$ cat config.mk
export PLATFORM = sky130hd
export DESIGN_NAME = regfile_sequencer
export DESIGN_NICKNAME = d
export VERILOG_FILES = /design/src/rtl/regfile_sequencer.sv
export SDC_FILE = /design/constraint.sdc
export NUM_CORES = 1
export LEC_CHECK = 0
export ABC_AREA = 1
export CAP_MARGIN = 30
export CORE_UTILIZATION = 39
export DETAILED_ROUTE_END_ITERATION = 10
export PLACE_DENSITY = 0.75
export SETUP_SLACK_MARGIN = 0.2
export SLEW_MARGIN = 20
export SYNTH_ARGS = -nofsm -noshare
export SYNTH_HDL_FRONTEND = slang
export SYNTH_SLANG_ARGS = --single-unit
$ cat constraint.sdc
create_clock -name Clock -period 1 [get_ports Clock]
set_input_delay 0.3 -clock Clock [delete_from_list [all_inputs] [get_ports Clock]]
set_output_delay 0.3 -clock Clock [all_outputs]
set_load 0.05 [all_outputs]
$ cat src/rtl/regfile_sequencer.sv
// regfile_sequencer
// Expands MOV / SWAP / CLR / INC / DEC commands into one to three
// register-file cycles. It drives the read-port selects, function
// code and per-register write enables of the R1-R4 / S1-S4 register file.
// The register file's I input is wired to its own OutA, so every load
// copies the register that OutASel points at.
//
// Optional feature macro: REGFILE_SEQ_SWAP_EN
//   defined   -> SWAP is supported through STEP2/STEP3, with S4 as the temporary
//   undefined -> SWAP is rejected with an Err pulse and the FSM is IDLE/STEP1 only
//
// Every output is a flop. Next values are computed from the current state,
// the latched command fields, or the command being accepted, so no
// combinational path runs from the Cmd* inputs to any output.

module regfile_sequencer (
  input  logic       Clock,
  input  logic       Reset,
  input  logic       CmdValid,
  output logic       CmdReady,
  input  logic [2:0] CmdOp,
  input  logic [2:0] CmdSrc,
  input  logic [2:0] CmdDst,
  output logic [2:0] OutASel,
  output logic [2:0] OutBSel,
  output logic [2:0] FunSel,
  output logic [3:0] RegSel,
  output logic [3:0] ScrSel,
  output logic       Done,
  output logic       Err
);

  // Command opcodes
  localparam logic [2:0] OP_MOV  = 3'd0;
  localparam logic [2:0] OP_SWAP = 3'd1;
  localparam logic [2:0] OP_CLR  = 3'd2;
  localparam logic [2:0] OP_INC  = 3'd3;
  localparam logic [2:0] OP_DEC  = 3'd4;

  // Register-file function codes
  localparam logic [2:0] FUN_DEC  = 3'b000;
  localparam logic [2:0] FUN_INC  = 3'b001;
  localparam logic [2:0] FUN_LOAD = 3'b010;
  localparam logic [2:0] FUN_CLR  = 3'b011;

  // S4 is the swap temporary
  localparam logic [2:0] CODE_S4 = 3'd7;

`ifdef REGFILE_SEQ_SWAP_EN
  typedef enum logic [1:0] {IDLE, STEP1, STEP2, STEP3} state_t;
`else
  typedef enum logic [1:0] {IDLE, STEP1} state_t;
`endif

  // Complete registered output bundle
  typedef struct packed {
    logic       ready;
    logic [2:0] asel;
    logic [2:0] bsel;
    logic [2:0] fun;
    logic [3:0] regsel;
    logic [3:0] scrsel;
    logic       done;
    logic       err;
  } outs_t;

  // One-hot write enable for a register code, returned as {RegSel, ScrSel}.
  // R1/S1 sit on bit 3 and R4/S4 on bit 0.
  function automatic logic [7:0] dst_enables(input logic [2:0] code);
    logic [3:0] onehot;
    onehot = 4'b1000 >> code[1:0];
    return code[2] ? {4'b0000, onehot} : {onehot, 4'b0000};
  endfunction

  // Output values while the sequencer is idle and ready for a command
  function automatic outs_t idle_outs(input logic done, input logic err);
    outs_t o;
    o        = '0;
    o.ready  = 1'b1;
    o.fun    = FUN_LOAD;
    o.done   = done;
    o.err    = err;
    return o;
  endfunction

  // Output values for a given step (1..3) of a command.
  // SWAP runs three steps: src -> S4, then dst -> src, then S4 -> dst.
  function automatic outs_t step_outs(input logic [1:0] step,
                                      input logic [2:0] op,
                                      input logic [2:0] src,
                                      input logic [2:0] dst);
    outs_t      o;
    logic [7:0] en;
    o      = '0;
    o.bsel = dst;
    o.fun  = FUN_LOAD;
    en     = 8'h00;
    case (op)
      OP_MOV: begin
        o.asel = src;
        en     = dst_enables(dst);
      end
      OP_CLR: begin
        o.fun = FUN_CLR;
        en    = dst_enables(dst);
      end
      OP_INC: begin
        o.fun = FUN_INC;
        en    = dst_enables(dst);
      end
      OP_DEC: begin
        o.fun = FUN_DEC;
        en    = dst_enables(dst);
      end
      OP_SWAP: begin
        case (step)
          2'd1: begin
            o.asel = src;
            en     = dst_enables(CODE_S4);
          end
          2'd2: begin
            o.asel = dst;
            en     = dst_enables(src);
          end
          default: begin
            o.asel = CODE_S4;
            en     = dst_enables(dst);
          end
        endcase
      end
      default: en = 8'h00;
    endcase
    {o.regsel, o.scrsel} = en;
    return o;
  endfunction

  state_t state_q, state_d;
  outs_t  outs_q, outs_d;
  logic   swap_ok;
  logic   cmd_illegal;

`ifdef REGFILE_SEQ_SWAP_EN
  logic [2:0] op_q, src_q, dst_q;
`endif

  // Legality of the command on the inputs; a swap also needs distinct
  // operands, and neither operand may be the S4 temporary
  always_comb begin
`ifdef REGFILE_SEQ_SWAP_EN
    swap_ok = (CmdSrc != CmdDst) && (CmdSrc != CODE_S4) && (CmdDst != CODE_S4);
`else
    swap_ok = 1'b0;
`endif
    cmd_illegal = (CmdOp > OP_DEC) || ((CmdOp == OP_SWAP) && !swap_ok);
  end

  // Next state and next registered outputs
  always_comb begin
    state_d = state_q;
    outs_d  = idle_outs(1'b0, 1'b0);
    case (state_q)
      IDLE: begin
        if (CmdValid) begin
          if (cmd_illegal) begin
            outs_d = idle_outs(1'b0, 1'b1);
          end else begin
            state_d = STEP1;
            outs_d  = step_outs(2'd1, CmdOp, CmdSrc, CmdDst);
          end
        end
      end
      STEP1: begin
        state_d = IDLE;
        outs_d  = idle_outs(1'b1, 1'b0);
`ifdef REGFILE_SEQ_SWAP_EN
        if (op_q == OP_SWAP) begin
          state_d = STEP2;
          outs_d  = step_outs(2'd2, op_q, src_q, dst_q);
        end
`endif
      end
`ifdef REGFILE_SEQ_SWAP_EN
      STEP2: begin
        state_d = STEP3;
        outs_d  = step_outs(2'd3, op_q, src_q, dst_q);
      end
      STEP3: begin
        state_d = IDLE;
        outs_d  = idle_outs(1'b1, 1'b0);
      end
`endif
      default: begin
        state_d = IDLE;
        outs_d  = idle_outs(1'b0, 1'b0);
      end
    endcase
  end

  // State and output registers; reset abandons any in-flight command
  always_ff @(posedge Clock or posedge Reset) begin
    if (Reset) begin
      state_q <= IDLE;
      outs_q  <= idle_outs(1'b0, 1'b0);
    end else begin
      state_q <= state_d;
      outs_q  <= outs_d;
    end
  end

`ifdef REGFILE_SEQ_SWAP_EN
  // Latch the command fields on acceptance for the later swap steps
  always_ff @(posedge Clock) begin
    if (state_q == IDLE && CmdValid) begin
      op_q  <= CmdOp;
      src_q <= CmdSrc;
      dst_q <= CmdDst;
    end
  end
`endif

  assign CmdReady = outs_q.ready;
  assign OutASel  = outs_q.asel;
  assign OutBSel  = outs_q.bsel;
  assign FunSel   = outs_q.fun;
  assign RegSel   = outs_q.regsel;
  assign ScrSel   = outs_q.scrsel;
  assign Done     = outs_q.done;
  assign Err      = outs_q.err;

endmodule

==> flow_metrics.py <==
metrics = {
    "grt": {
        "grtUsageTotal_pct": 18.4,
        "use_met2_pct": 31.6,
        "grtUsageMet3_pct": 2.80,
        "grt_pass1_wl_mm": 2.45,
        "antenna_found_initial": 0,
        "top_usage_layer": "met2",
        "grt_use_met1_pct": 22.4,
        "grt_overflow": 0,
        "grt_pass1_vias": 516,
        "grt_max_degree": 14,
    },
    "cells_and_area": {
        "stdcell_count": 132,
        "nFillCells": 81,
        "final_cell_area_sq_um": 1450,
        "syn2layout_area_growth_pct": 99.1,
        "drive_gt1_share_pct": 73.8,
        "diodes": 0,
        "nNetsFinal": 120,
    },
    "synthesis": {
        "syn_inst": 65,
        "synth.top_cell.area_share_pct": 62.1,
        "syn-cell-area_sq_um": 726,
        "synth_warnings": 0,
        "yosysSeqAreaShare_pct": 69.3,
        "yosysTopAreaCell": "dfrtp_1",
        "yosysUniqueCellTypes": 13,
        "syn_avg_cell_area_sq_um": 11.2,
        "synthTopCellsByArea": "dfrtp_1 (62%), nor2_1 (8.3%), dfstp_2 (7.2%)",
        "synth_seq_cells": 20,
        "synth.net_count": 77,
    },
    "clock_tree": {
        "cts.sinks": 20,
        "root_buffer": "clkbuf_4",
        "cts_htree_levels": 1,
        "clock_path_buffers": 2,
        "numCtsBuffers": 3,
        "cts_tree": "built",
        "path_clk_slew_ns": 0.10,
        "clock_latency_ns": 0.30,
    },
    "worst_setup_path": {
        "crit_slowest_cell": "dfstp_2",
        "path_cells": "buf_12",
        "worstSetupPathType": "reg -> out",
        "path_max_fanout": 1,
        "arrival_ns": 0.99,
        "max_stage_delay_ns": 0.56,
        "crit_buf_inv": 1,
        "cp_top_family": "flip-flops",
        "startpoint_type": "flop",
        "required_ns": 0.70,
        "worstSetupEndpointType": "output pin",
    },
    "floorplanning": {
        "row_count": 15,
        "coreArea_sq_um": 1730,
        "die_w_um": 45.1,
        "start_util_pct": 42.0,
        "dieArea_sq_um": 2040,
        "io_pins": 32,
        "die_h_um": 45.1,
    },
    "sta": {
        "fin_ws_ns": -0.293,
        "min_period_ns": 1.29,
        "fmax_mhz": 773,
        "finClkSkew_ns": 0.00393,
        "finalSetupViolCount": 22,
        "hold_violations": 0,
        "whs_ns": 0.175,
        "rsz0062_at_grt": "yes",
        "finalCritPeriodShare_pct": 129,
        "drv_slew": 0,
    },
    "drt": {
        "drt_iter0_markers": 1,
        "vias": 591,
        "ant_nets": 0,
        "post_drt_wl_per_cell_um": 14.5,
        "routed_wl_mm": 1.91,
        "drc_errors": 0,
        "vias_per_cell": 4.48,
        "first_pass_iters": 4,
    },
    "worst_hold_path": {
        "hold_path.class": "in -> async",
    },
    "placed_design": {
        "dp.cells": 123,
        "dp_hpwl_mm": 1.27,
        "portBuffers": 30,
        "place_area_sq_um": 1290,
        "gp_congestion": 0.709,
    },
    "power": {
        "cellPowerDensity_nw_per_um2": 1160,
        "leakage_nw": 0.634,
        "ir_drop_v": 0.000845,
    },
    "outcome": {
        "status": "finished, violations left",
        "failed_checks": "negative setup slack",
    },
    "flow_run": {
        "drv_cap": 0,
    },
}
## flip-flops by register name (all words and copies together), names as in the netlist
name and cells:
RegSel 4, ScrSel 4, OutASel 3, OutBSel 3
FunSel 2, CmdReady 1, Done 1, Err 1
state_q 1
## where the power goes
group          switching, mW  total [mW]  internal, mW
Clock                  0.240       0.396         0.156
Sequential            0.0232       0.865         0.842
Combinational          0.228       0.414         0.186
Total                  0.491        1.67          1.18
## metal layers
layer	wire length, um	vias to the layer above	share of wire (%)
li1	-	273	-
met1	713	288	37
met2	1080	25	57
met3	72	5	3.8
met4	44	0	2.3
met5	0	-	0
## cell type report
cell class / instances / area [sq um] / area share, %
flip-flops and latches: 20 / 524 / 36.3
inverters: 11 / 43.8 / 3.03
well taps: 25 / 31.3 / 2.16
multi-input cells: 33 / 255 / 17.7
clock buffers: 4 / 26.3 / 1.82
repair buffers: 39 / 564 / 39.0
## cells in the mapped netlist
cell type   n
inv_2       1
nor2_1     16
dfrtp_1    18
nor2_4      1
dfstp_2     2
buf_4       1
inv_1      10
conb_1      1
nand2_2     3
nand2_4     2
nand3_2     1
nand3_4     1
nand2_1     8
## layout by cell type, fill, tap and decap left out
cell / count
nand2_1: 7
buf_12: 19
nor2_1: 3
nand2_8: 1
nand2_4: 1
conb_1: 1
dfrtp_2: 17
dfrtp_1: 1
clkbuf_1: 1
nand2_2: 4
clkdlybuf4s50_1: 7
nor2_2: 7
inv_1: 4
dlygate4sd2_1: 4
inv_4: 1
clkbuf_4: 3
buf_4: 6
nand3_4: 2
inv_2: 6
buf_6: 3
dfstp_2: 2
nor2_4: 7
## per-stage QoR
stage                     utilization [%]  total power [mW]  TNS [ns]  worst slack (ns)
after floorplan                         -              1.04         0            0.0445
after global placement               74.8              1.22     -5.51            -0.314
after detailed placement             74.8              1.23     -5.83            -0.367
after CTS                            79.4              1.63     -3.96            -0.295
after global routing                 83.7              1.74     -4.61            -0.320
final                                83.7              1.67     -3.71            -0.293
## kinds of logic (layout without fill, tap and decap cells)
family | count (synthesis) | count (layout) | synth area share (%)
buf+inv | 12 | 54 | 6.72
flops | 20 | 20 | 69.3
simple gates | 32 | 32 | 23.4
other cells | 1 | 1 | 0.517
## timing repair
action                                  in CTS  in global routing
resized for setup                           22                 14
hold buffers                                 0                  0
buffers inserted                             1                  4
pin swaps                                    8                  2
endpoints found under the setup margin      38                 38
cloned                                       0                  0
## worst paths after layout
check | start | endpoint | slack, ns | depth (start not counted)
hold / removal | Reset | Done | 0.17 | 2
setup / recovery | FunSel[1] | FunSel[1] | -0.29 | 1
max in group asynchronous | Reset | RegSel[2] | 0.42 | 3
min in group Clock | CmdOp[2] | FunSel[1] | 0.39 | 4
setup reg to reg | state_q[0] | RegSel[0] | -0.01 | 4
hold reg to reg | state_q[0] | Done | 0.70 | 2
Power figures use the tool's default switching activity.
